`config.mk`:
```
export PLATFORM = sky130hd
export DESIGN_NAME = filter_mac_sequencer_flat
export DESIGN_NICKNAME = d
export VERILOG_FILES = /design/src/rtl/filter_mac_sequencer_if.sv /design/src/rtl/filter_mac_sequencer.sv /design/src/flat_wrapper.sv
export SDC_FILE = /design/constraint.sdc
export NUM_CORES = 1
export LEC_CHECK = 0
export CAP_MARGIN = 5
export CORE_UTILIZATION = 39
export CTS_CLUSTER_DIAMETER = 150
export CTS_CLUSTER_SIZE = 30
export DETAILED_ROUTE_END_ITERATION = 6
export GPL_ROUTABILITY_DRIVEN = 0
export MAX_ROUTING_LAYER = met4
export PLACE_DENSITY = 0.57
export SYNTH_ARGS = -nofsm -noshare
export SYNTH_HDL_FRONTEND = slang
export SYNTH_SLANG_ARGS = --single-unit
```
`constraint.sdc`:
```
create_clock -name clk -period 3.8 [get_ports clk]
set_input_delay 0.76 -clock clk [delete_from_list [all_inputs] [get_ports clk]]
set_output_delay 0.76 -clock clk [all_outputs]
set_load 0.005 [all_outputs]
```
`src/rtl/filter_mac_sequencer_if.sv`:
```
// Sample-in / MAC-drive / result-out signal bundle of the FIR sequencer.
// The master side is the sequencer; the slave side is the sample source, MAC and consumer.
interface filter_mac_sequencer_if #(
  parameter int DATA_W = 33,
  parameter int TAP_W  = 4
);
  logic [DATA_W-1:0] inSignal;
  logic              newData;
  logic              macStart;
  logic [DATA_W-1:0] macA;
  logic [TAP_W-1:0]  macTap;
  logic              macFirst;
  logic              macAck;
  logic [DATA_W-1:0] macResult;
  logic [DATA_W-1:0] outSignal;
  logic              dataReady;
  logic              busy;
  logic              overrun;

  modport master (
    input  inSignal, newData, macAck, macResult,
    output macStart, macA, macTap, macFirst, outSignal, dataReady, busy, overrun
  );

  modport slave (
    output inSignal, newData, macAck, macResult,
    input  macStart, macA, macTap, macFirst, outSignal, dataReady, busy, overrun
  );
endinterface

```
`src/rtl/filter_mac_sequencer.sv`:
```
// FIR control path: owns the circular sample delay line and walks an external
// MAC through every tap, one product at a time, for each accepted sample.
module filter_mac_sequencer #(
  parameter int DATA_W = 33,
  parameter int NTAPS  = 11,
  parameter int TAP_W  = 4
) (
  input logic                    clk,
  input logic                    rst,
  filter_mac_sequencer_if.master bus
);
  typedef enum logic [1:0] {StIdle, StIssue, StWait, StDone} state_e;

  localparam logic [TAP_W-1:0] LastTap = TAP_W'(NTAPS - 1);

  state_e            state;
  logic [DATA_W-1:0] delayLine [NTAPS];
  logic [TAP_W-1:0]  wp;
  logic [TAP_W-1:0]  wpNew;
  logic [TAP_W-1:0]  tap;
  logic [TAP_W-1:0]  nextTap;

  // Slot of tap k relative to the newest sample, modulo a non-power-of-2 depth.
  function automatic logic [TAP_W-1:0] tapSlot(input logic [TAP_W-1:0] base,
                                               input logic [TAP_W-1:0] k);
    if (base >= k) return base - k;
    return TAP_W'(int'(base) + NTAPS - int'(k));
  endfunction

  assign nextTap  = tap + TAP_W'(1);
  assign bus.busy = (state != StIdle);

  always_ff @(posedge clk or negedge rst) begin
    if (!rst) begin
      state         <= StIdle;
      wp            <= '0;
      wpNew         <= '0;
      tap           <= '0;
      for (int i = 0; i < NTAPS; i++) delayLine[i] <= '0;
      bus.macStart  <= 1'b0;
      bus.macA      <= '0;
      bus.macTap    <= '0;
      bus.macFirst  <= 1'b0;
      bus.outSignal <= '0;
      bus.dataReady <= 1'b0;
      bus.overrun   <= 1'b0;
    end else begin
      bus.macStart  <= 1'b0;
      bus.dataReady <= 1'b0;
      // Samples arriving mid-sequence are lost; flag it until the next reset.
      if (bus.newData && (state == StIssue || state == StWait)) bus.overrun <= 1'b1;

      case (state)
        StIdle, StDone: begin
          if (bus.newData) begin
            delayLine[wp] <= bus.inSignal;
            wpNew         <= wp;
            wp            <= (wp == LastTap) ? '0 : wp + TAP_W'(1);
            tap           <= '0;
            // Tap 0 is the incoming sample itself, so bypass the delay line.
            bus.macStart  <= 1'b1;
            bus.macTap    <= '0;
            bus.macA      <= bus.inSignal;
            bus.macFirst  <= 1'b1;
            state         <= StIssue;
          end else begin
            state <= StIdle;
          end
        end
        StIssue: state <= StWait;
        StWait: begin
          if (bus.macAck) begin
            if (tap == LastTap) begin
              bus.outSignal <= bus.macResult;
              bus.dataReady <= 1'b1;
              state         <= StDone;
            end else begin
              tap          <= nextTap;
              bus.macStart <= 1'b1;
              bus.macTap   <= nextTap;
              bus.macA     <= delayLine[tapSlot(wpNew, nextTap)];
              bus.macFirst <= 1'b0;
              state        <= StIssue;
            end
          end
        end
        default: state <= StIdle;
      endcase
    end
  end
endmodule

```
`src/flat_wrapper.sv`:
```
// flat-port wrapper written by rule: the top's interface ports become plain ports
module filter_mac_sequencer_flat 
#(
  parameter int DATA_W = 33,
  parameter int NTAPS  = 11,
  parameter int TAP_W  = 4
)
  (clk, rst, bus_inSignal, bus_newData, bus_macAck, bus_macResult, bus_macStart, bus_macA, bus_macTap, bus_macFirst, bus_outSignal, bus_dataReady, bus_busy, bus_overrun);
  filter_mac_sequencer_if #(.DATA_W(DATA_W), .TAP_W(TAP_W)) bus_i ();
  input logic clk;
  input logic rst;
  input wire logic [$bits(bus_i.inSignal)-1:0] bus_inSignal;
  input wire logic [$bits(bus_i.newData)-1:0] bus_newData;
  input wire logic [$bits(bus_i.macAck)-1:0] bus_macAck;
  input wire logic [$bits(bus_i.macResult)-1:0] bus_macResult;
  output wire logic [$bits(bus_i.macStart)-1:0] bus_macStart;
  output wire logic [$bits(bus_i.macA)-1:0] bus_macA;
  output wire logic [$bits(bus_i.macTap)-1:0] bus_macTap;
  output wire logic [$bits(bus_i.macFirst)-1:0] bus_macFirst;
  output wire logic [$bits(bus_i.outSignal)-1:0] bus_outSignal;
  output wire logic [$bits(bus_i.dataReady)-1:0] bus_dataReady;
  output wire logic [$bits(bus_i.busy)-1:0] bus_busy;
  output wire logic [$bits(bus_i.overrun)-1:0] bus_overrun;
  assign bus_i.inSignal = bus_inSignal;
  assign bus_i.newData = bus_newData;
  assign bus_i.macAck = bus_macAck;
  assign bus_i.macResult = bus_macResult;
  assign bus_macStart = bus_i.macStart;
  assign bus_macA = bus_i.macA;
  assign bus_macTap = bus_i.macTap;
  assign bus_macFirst = bus_i.macFirst;
  assign bus_outSignal = bus_i.outSignal;
  assign bus_dataReady = bus_i.dataReady;
  assign bus_busy = bus_i.busy;
  assign bus_overrun = bus_i.overrun;
  filter_mac_sequencer #(.DATA_W(DATA_W), .NTAPS(NTAPS), .TAP_W(TAP_W)) u_core (.clk(clk), .rst(rst), .bus(bus_i));
endmodule
```
=== After elaboration in Yosys (flattened, before gate mapping) ===
Index checks and enable logic that the tools add are counted.

* Logic and storage cells: 89
* Output and inout port bits: 75
* Bits in registers: 447
* Input port bits: 70

* Add/sub/neg operators: 5
* Equal/unequal tests: 8
* Multiplexer cells: 39
* Bitwise gates (word level): 2
* $lt $le $gt $ge: 4
* Reduce and logical (&&, ||, !) cells: 10

{| class="wikitable"
|+ Operators with widths
! cell !! number
|-
| $bwmux 363 || 1
|-
| $mux 33 || 6
|-
| $bmux 33 s4 || 1
|-
| $demux 33 s4 || 1
|-
| $pmux 33 s2 || 1
|-
| $mux 4 || 9
|-
| $mux 1 || 14
|-
| $ge 5x5->1 const B || 2
|-
| $not 4->5 || 2
|-
| $add 4x1->4 const B || 2
|-
| $eq 4x4->1 const B || 2
|-
| $pmux 4 s2 || 1
|-
| $sub 4x4->4 || 2
|-
| $ne 2x2->1 const B || 3
|-
| $pmux 2 s3 || 1
|-
| $lt 5x1->1 const B || 1
|-
| $add 4x4->4 const B || 1
|-
| $eq 2x2->1 const B || 2
|-
| $ge 4x4->1 || 1
|-
| $mux 2 || 2
|-
| $pmux 1 s2 || 2
|-
| $reduce_and 4->1 || 1
|-
| $reduce_bool 2->1 || 2
|-
| $reduce_and 3->1 || 1
|-
| other kinds (6) || 7
|}

=== Logic depth before layout (Yosys ltp) ===
* Word-level depth: 17
* Mapped depth: 14
* Mapped depth without buffers: 11

=== Least setup slack after synthesis ===
Ideal clock, no wire load.

* Kind: flip-flop to flip-flop
* Start point: reg, netlist name u_core.bus.macTap[0]
* End point: reg u_core.bus.macA[18]
* Path slack: 0.579 ns
* Arrival time: 3.097 ns
* Buffers on the path: 3
* Setup time: 0.124 ns
* Data required time: 3.676 ns
* Clock period less this slack: 3.221 ns
* Cell stages (with the launch flop): 14
* Cell sequence: dfrtp_1 > ha_1 > xor2_1 > ha_1 > buf_2 > nor2b_4 > or4_4 > nand3_2 > buf_6 > buf_8 > mux2_1 > a221oi_1 > nor3_1 > a211o_1

{| class="wikitable"
|+ RTL lines
! element !! line !! text
|-
| end signal: assignment || filter_mac_sequencer.sv:63 || <nowiki>bus.macA <= bus.inSignal;</nowiki>
|-
| end signal: assignment || filter_mac_sequencer.sv:81 || <nowiki>bus.macA <= delayLine[tapSlot(wpNew, nextTap)];</nowiki>
|-
| end: declaration || filter_mac_sequencer_if.sv:22 || <nowiki>output macStart, macA, macTap, macFirst, outSignal, dataReady, busy, overrun</nowiki>
|}

==> impl_metrics.csv <==
group,metric,value,unit
status,status,"finished, final reports clean",
drt,wirelength_met1,28000,um
yosys,syn_nets,1891,
clock_network,cts_hold_buf,0,
drt,vias,15200,
die,fp-row-count,86,
worst_setup_path,worstRegToRegCells,11,
worst_setup_path,critPathCaptureType,"flip-flop",
finish,antennaDiodeCount,0,
drt,drtPass1Iterations,5,
die,core-area,0.0551,mm2
drt,dr_wl_met3,2490,um
drt,wl_met2,29900,um
yosys,synthesis.instances,1804,
worst_setup_path,max_stage_delay,0.45,ns
worst_setup_path,slowest_stage,"dfrtp_1",
worst_setup_path,worst_ep_arrival_time,3.98,ns
die,initial_core_util,39.5,%
worst_setup_path,crit-reg2reg-launch,"u_core.bus.macTap[0]$_DFFE_PN0P_",
global_route,first_global_vias,15500,
place,dp_hpwl,37300,um
worst_setup_path,critPathKind,"flip-flop to flip-flop",
yosys,synth_seq_cells,447,
clock_network,clock-sinks,447,
drt,ant_nets,0,
drt,drt_iter0_drc,1147,
sta,setup_violations,0,
worst_setup_path,cp_max_fo,35,
yosys,synth_most_common_cell,"dfrtp_1",
worst_setup_path,r2r_slack,0.27,ns
clock_network,cts_root_buf,"clkbuf_16",
sta,post-route-min-period,3.53,ns
die,die_area,0.0568,mm2
finish,nNetsFinal,1950,
drt,wl,61500,um
sta,setup_tns,0,ns
clock_network,cts_buffers,18,
drt,top_layer,"met4",
global_route,overflow,0,
clock_network,cts.repair.resized,0,
yosys,synthTopCellsByArea,"dfrtp_1 51%, mux2_2 22%, o221ai_1 2.6%",
sta,hold_viol,0,
yosys,yosys_warnings,0,
sta,finalCritPeriodShare,92.9,%
yosys,synthTopCellsByCount,"447 x dfrtp_1, 423 x mux2_2, 104 x a21oi_1, 104 x clkbuf_1, 94 x nand2_1",
drt,wl_per_cell,23.6,um
sta,fin_skew,0.0217,ns
sta,clock.fmax,283,MHz
sta,rsz0062_at_grt,"no",
sta,tightest_slew,0.786,ns
drt,route.detailed.drc,0,
clock_network,cts_max_level,1,
die,dieWidth,238,um
worst_setup_path,r2r-end,"u_core.bus.macA[27]$_DFFE_PN0P_",
worst_setup_path,critPathLaunchType,"flip-flop",
global_route,grt_max_degree,89,
hold_path,hp-class,"primary input to asynchronous set/reset pin",
yosys,ys_async_sr_fraction,100,%
die,die_h,238,um
place,port_buffers,144,
drt,via_per_inst,5.82,
clock_network,path_clk_slew,0.12,ns
sta,slew_violations,0,
finish,drive_above_1_share,28.9,%
worst_setup_path,required,4.25,ns
yosys,synthDominantCellAreaShare,51.4,%
run,cap_violations,0,
worst_setup_path,crit_top_cell,"ha_1",
clock_network,clk_latency,0.57,ns
global_route,antenna_found_initial,0,
yosys,yosysSeqAreaShare,51.4,%
finish,area_growth,13.4,%
yosys,syn_area_per_cell,12.1,um2
sta,slew_headroom,47.6,%
clock_network,cts_buffer_depth,3,
yosys,ys.flop_type,"dfrtp_1",
global_route,grt_pass1_wl,95100,um
yosys,synth_area,0.0218,mm2
global_route,grtUsageTotal,22.3,%
yosys,synth_cell_types,57,
die,pin_count,145,
clock_network,cts_setup_buffers,0,
yosys,synth_largest_area_cell,"dfrtp_1",
clock_network,cts_tree,"yes",
yosys,synth_edf_count,0,
worst_setup_path,path_cells,"ha_1 > xor2_1 > ha_1 > nor2b_4 > or4_4 > nand3_4 > buf_12 > mux2_1 > a221oi_1 > nor3_1 > a211o_1",
[state kept, by name, indices dropped and copies added, names as in the netlist, 2 cells and up]
register,cells
u_core.wpNew,4
u_core.bus.outSignal,33
u_core.bus.macA,33
u_core.bus.macTap,4
u_core.state,2
u_core.delayLine,363
u_core.wp,4
[placed cells by master, fill, tap and decap left out, types with 3 or more instances in the layout]
cell type	netlist	final
a221oi_1	35	35
nor3_1	16	16
mux2_1	6	6
nand2_2	1	7
nand3_2	1	3
nor2_1	53	53
nand2_1	94	88
a22oi_1	14	14
a21o_1	4	4
mux2i_1	34	34
inv_1	15	15
mux2_2	423	423
and3_2	0	3
nand2b_1	7	7
xnor2_1	3	3
o211ai_1	18	18
buf_12	0	19
ha_1	14	12
clkdlybuf4s50_1	0	143
o221ai_1	64	64
clkbuf_16	0	19
o31ai_1	4	4
a221o_1	18	18
dfrtp_1	447	447
nand3_1	10	7
o21ai_0	44	44
nor2b_1	39	39
a211o_1	34	34
buf_4	10	47
or3_1	51	51
a211oi_1	47	47
a21oi_1	104	104
[layout make-up]
cell class | instances | area [um2]
clock buffer | 19 | 475
multi-input combinational | 1171 | 9850
timing repair buffer | 210 | 2180
sequential | 447 | 11200
fill | 5116 | 30400
tap | 748 | 936
inverter | 15 | 56.3
clock inverter | 1 | 5.00
[cell families after synthesis]
family / after synthesis / synth area share [%]
muxes: 463 / 23.8
DFF: 447 / 51.4
AOI/OAI and AO/OA: 404 / 13.4
and+or+nand+nor: 282 / 6.37
buffers and inverters: 186 / 3.82
adders and majority gates: 17 / 1.08
xor gates and xnor gates: 5 / 0.201
[critical path, delay by kind of cell (launching register included)]
family	cells	cell delay [ns]
simple gates	4	0.84
fa+ha+maj	2	0.64
compound gates	2	0.55
flops	1	0.45
mux	1	0.35
xor+xnor	1	0.32
buf+inv	1	0.23
[worst max path at each step]
stage | from | to | slack (ns) | depth (start not counted)
final | u_core.bus.macTap[0]$_DFFE_PN0P_ | u_core.bus.macA[27]$_DFFE_PN0P_ | 0.27 | 11
after global routing | u_core.bus.macTap[0]$_DFFE_PN0P_ | u_core.bus.macA[27]$_DFFE_PN0P_ | 0.08 | 11
after CTS | u_core.bus.macTap[0]$_DFFE_PN0P_ | u_core.bus.macA[29]$_DFFE_PN0P_ | 0.30 | 11
after detailed placement | u_core.bus.macTap[0]$_DFFE_PN0P_ | u_core.bus.macA[29]$_DFFE_PN0P_ | 0.33 | 11
after global placement | u_core.bus.macTap[0]$_DFFE_PN0P_ | u_core.bus.macA[2]$_DFFE_PN0P_ | 0.39 | 11
after floorplan | u_core.bus.macTap[0]$_DFFE_PN0P_ | u_core.bus.macA[18]$_DFFE_PN0P_ | 0.58 | 13
[per-stage QoR]
stage / std cells / util, % / cell area (um2) / setup WS, ns / hold slack (ns)
after floorplan: 1804 / - / 21800 / 0.579 / 0.451
final: 2611 / 44.8 / 24700 / 0.272 / 0.171
after detailed placement: 2591 / 43.9 / 24200 / 0.328 / 0.451
after global routing: 2611 / 44.8 / 24700 / 0.0829 / 0.187
after CTS: 2611 / 44.8 / 24700 / 0.296 / 0.169
after global placement: 2591 / 43.9 / 24200 / 0.386 / 0.443
[layer usage]
layer / global-route usage, % / up-vias
met4: 4.90 / 0
met3: 2.21 / 74
met5: - / -
met1: 30.3 / 8017
met2: 36.3 / 328
li1: - / 6785
Power is not shown: default switching activity piles up to over one toggle a cycle in this logic, so the estimate is an artifact.
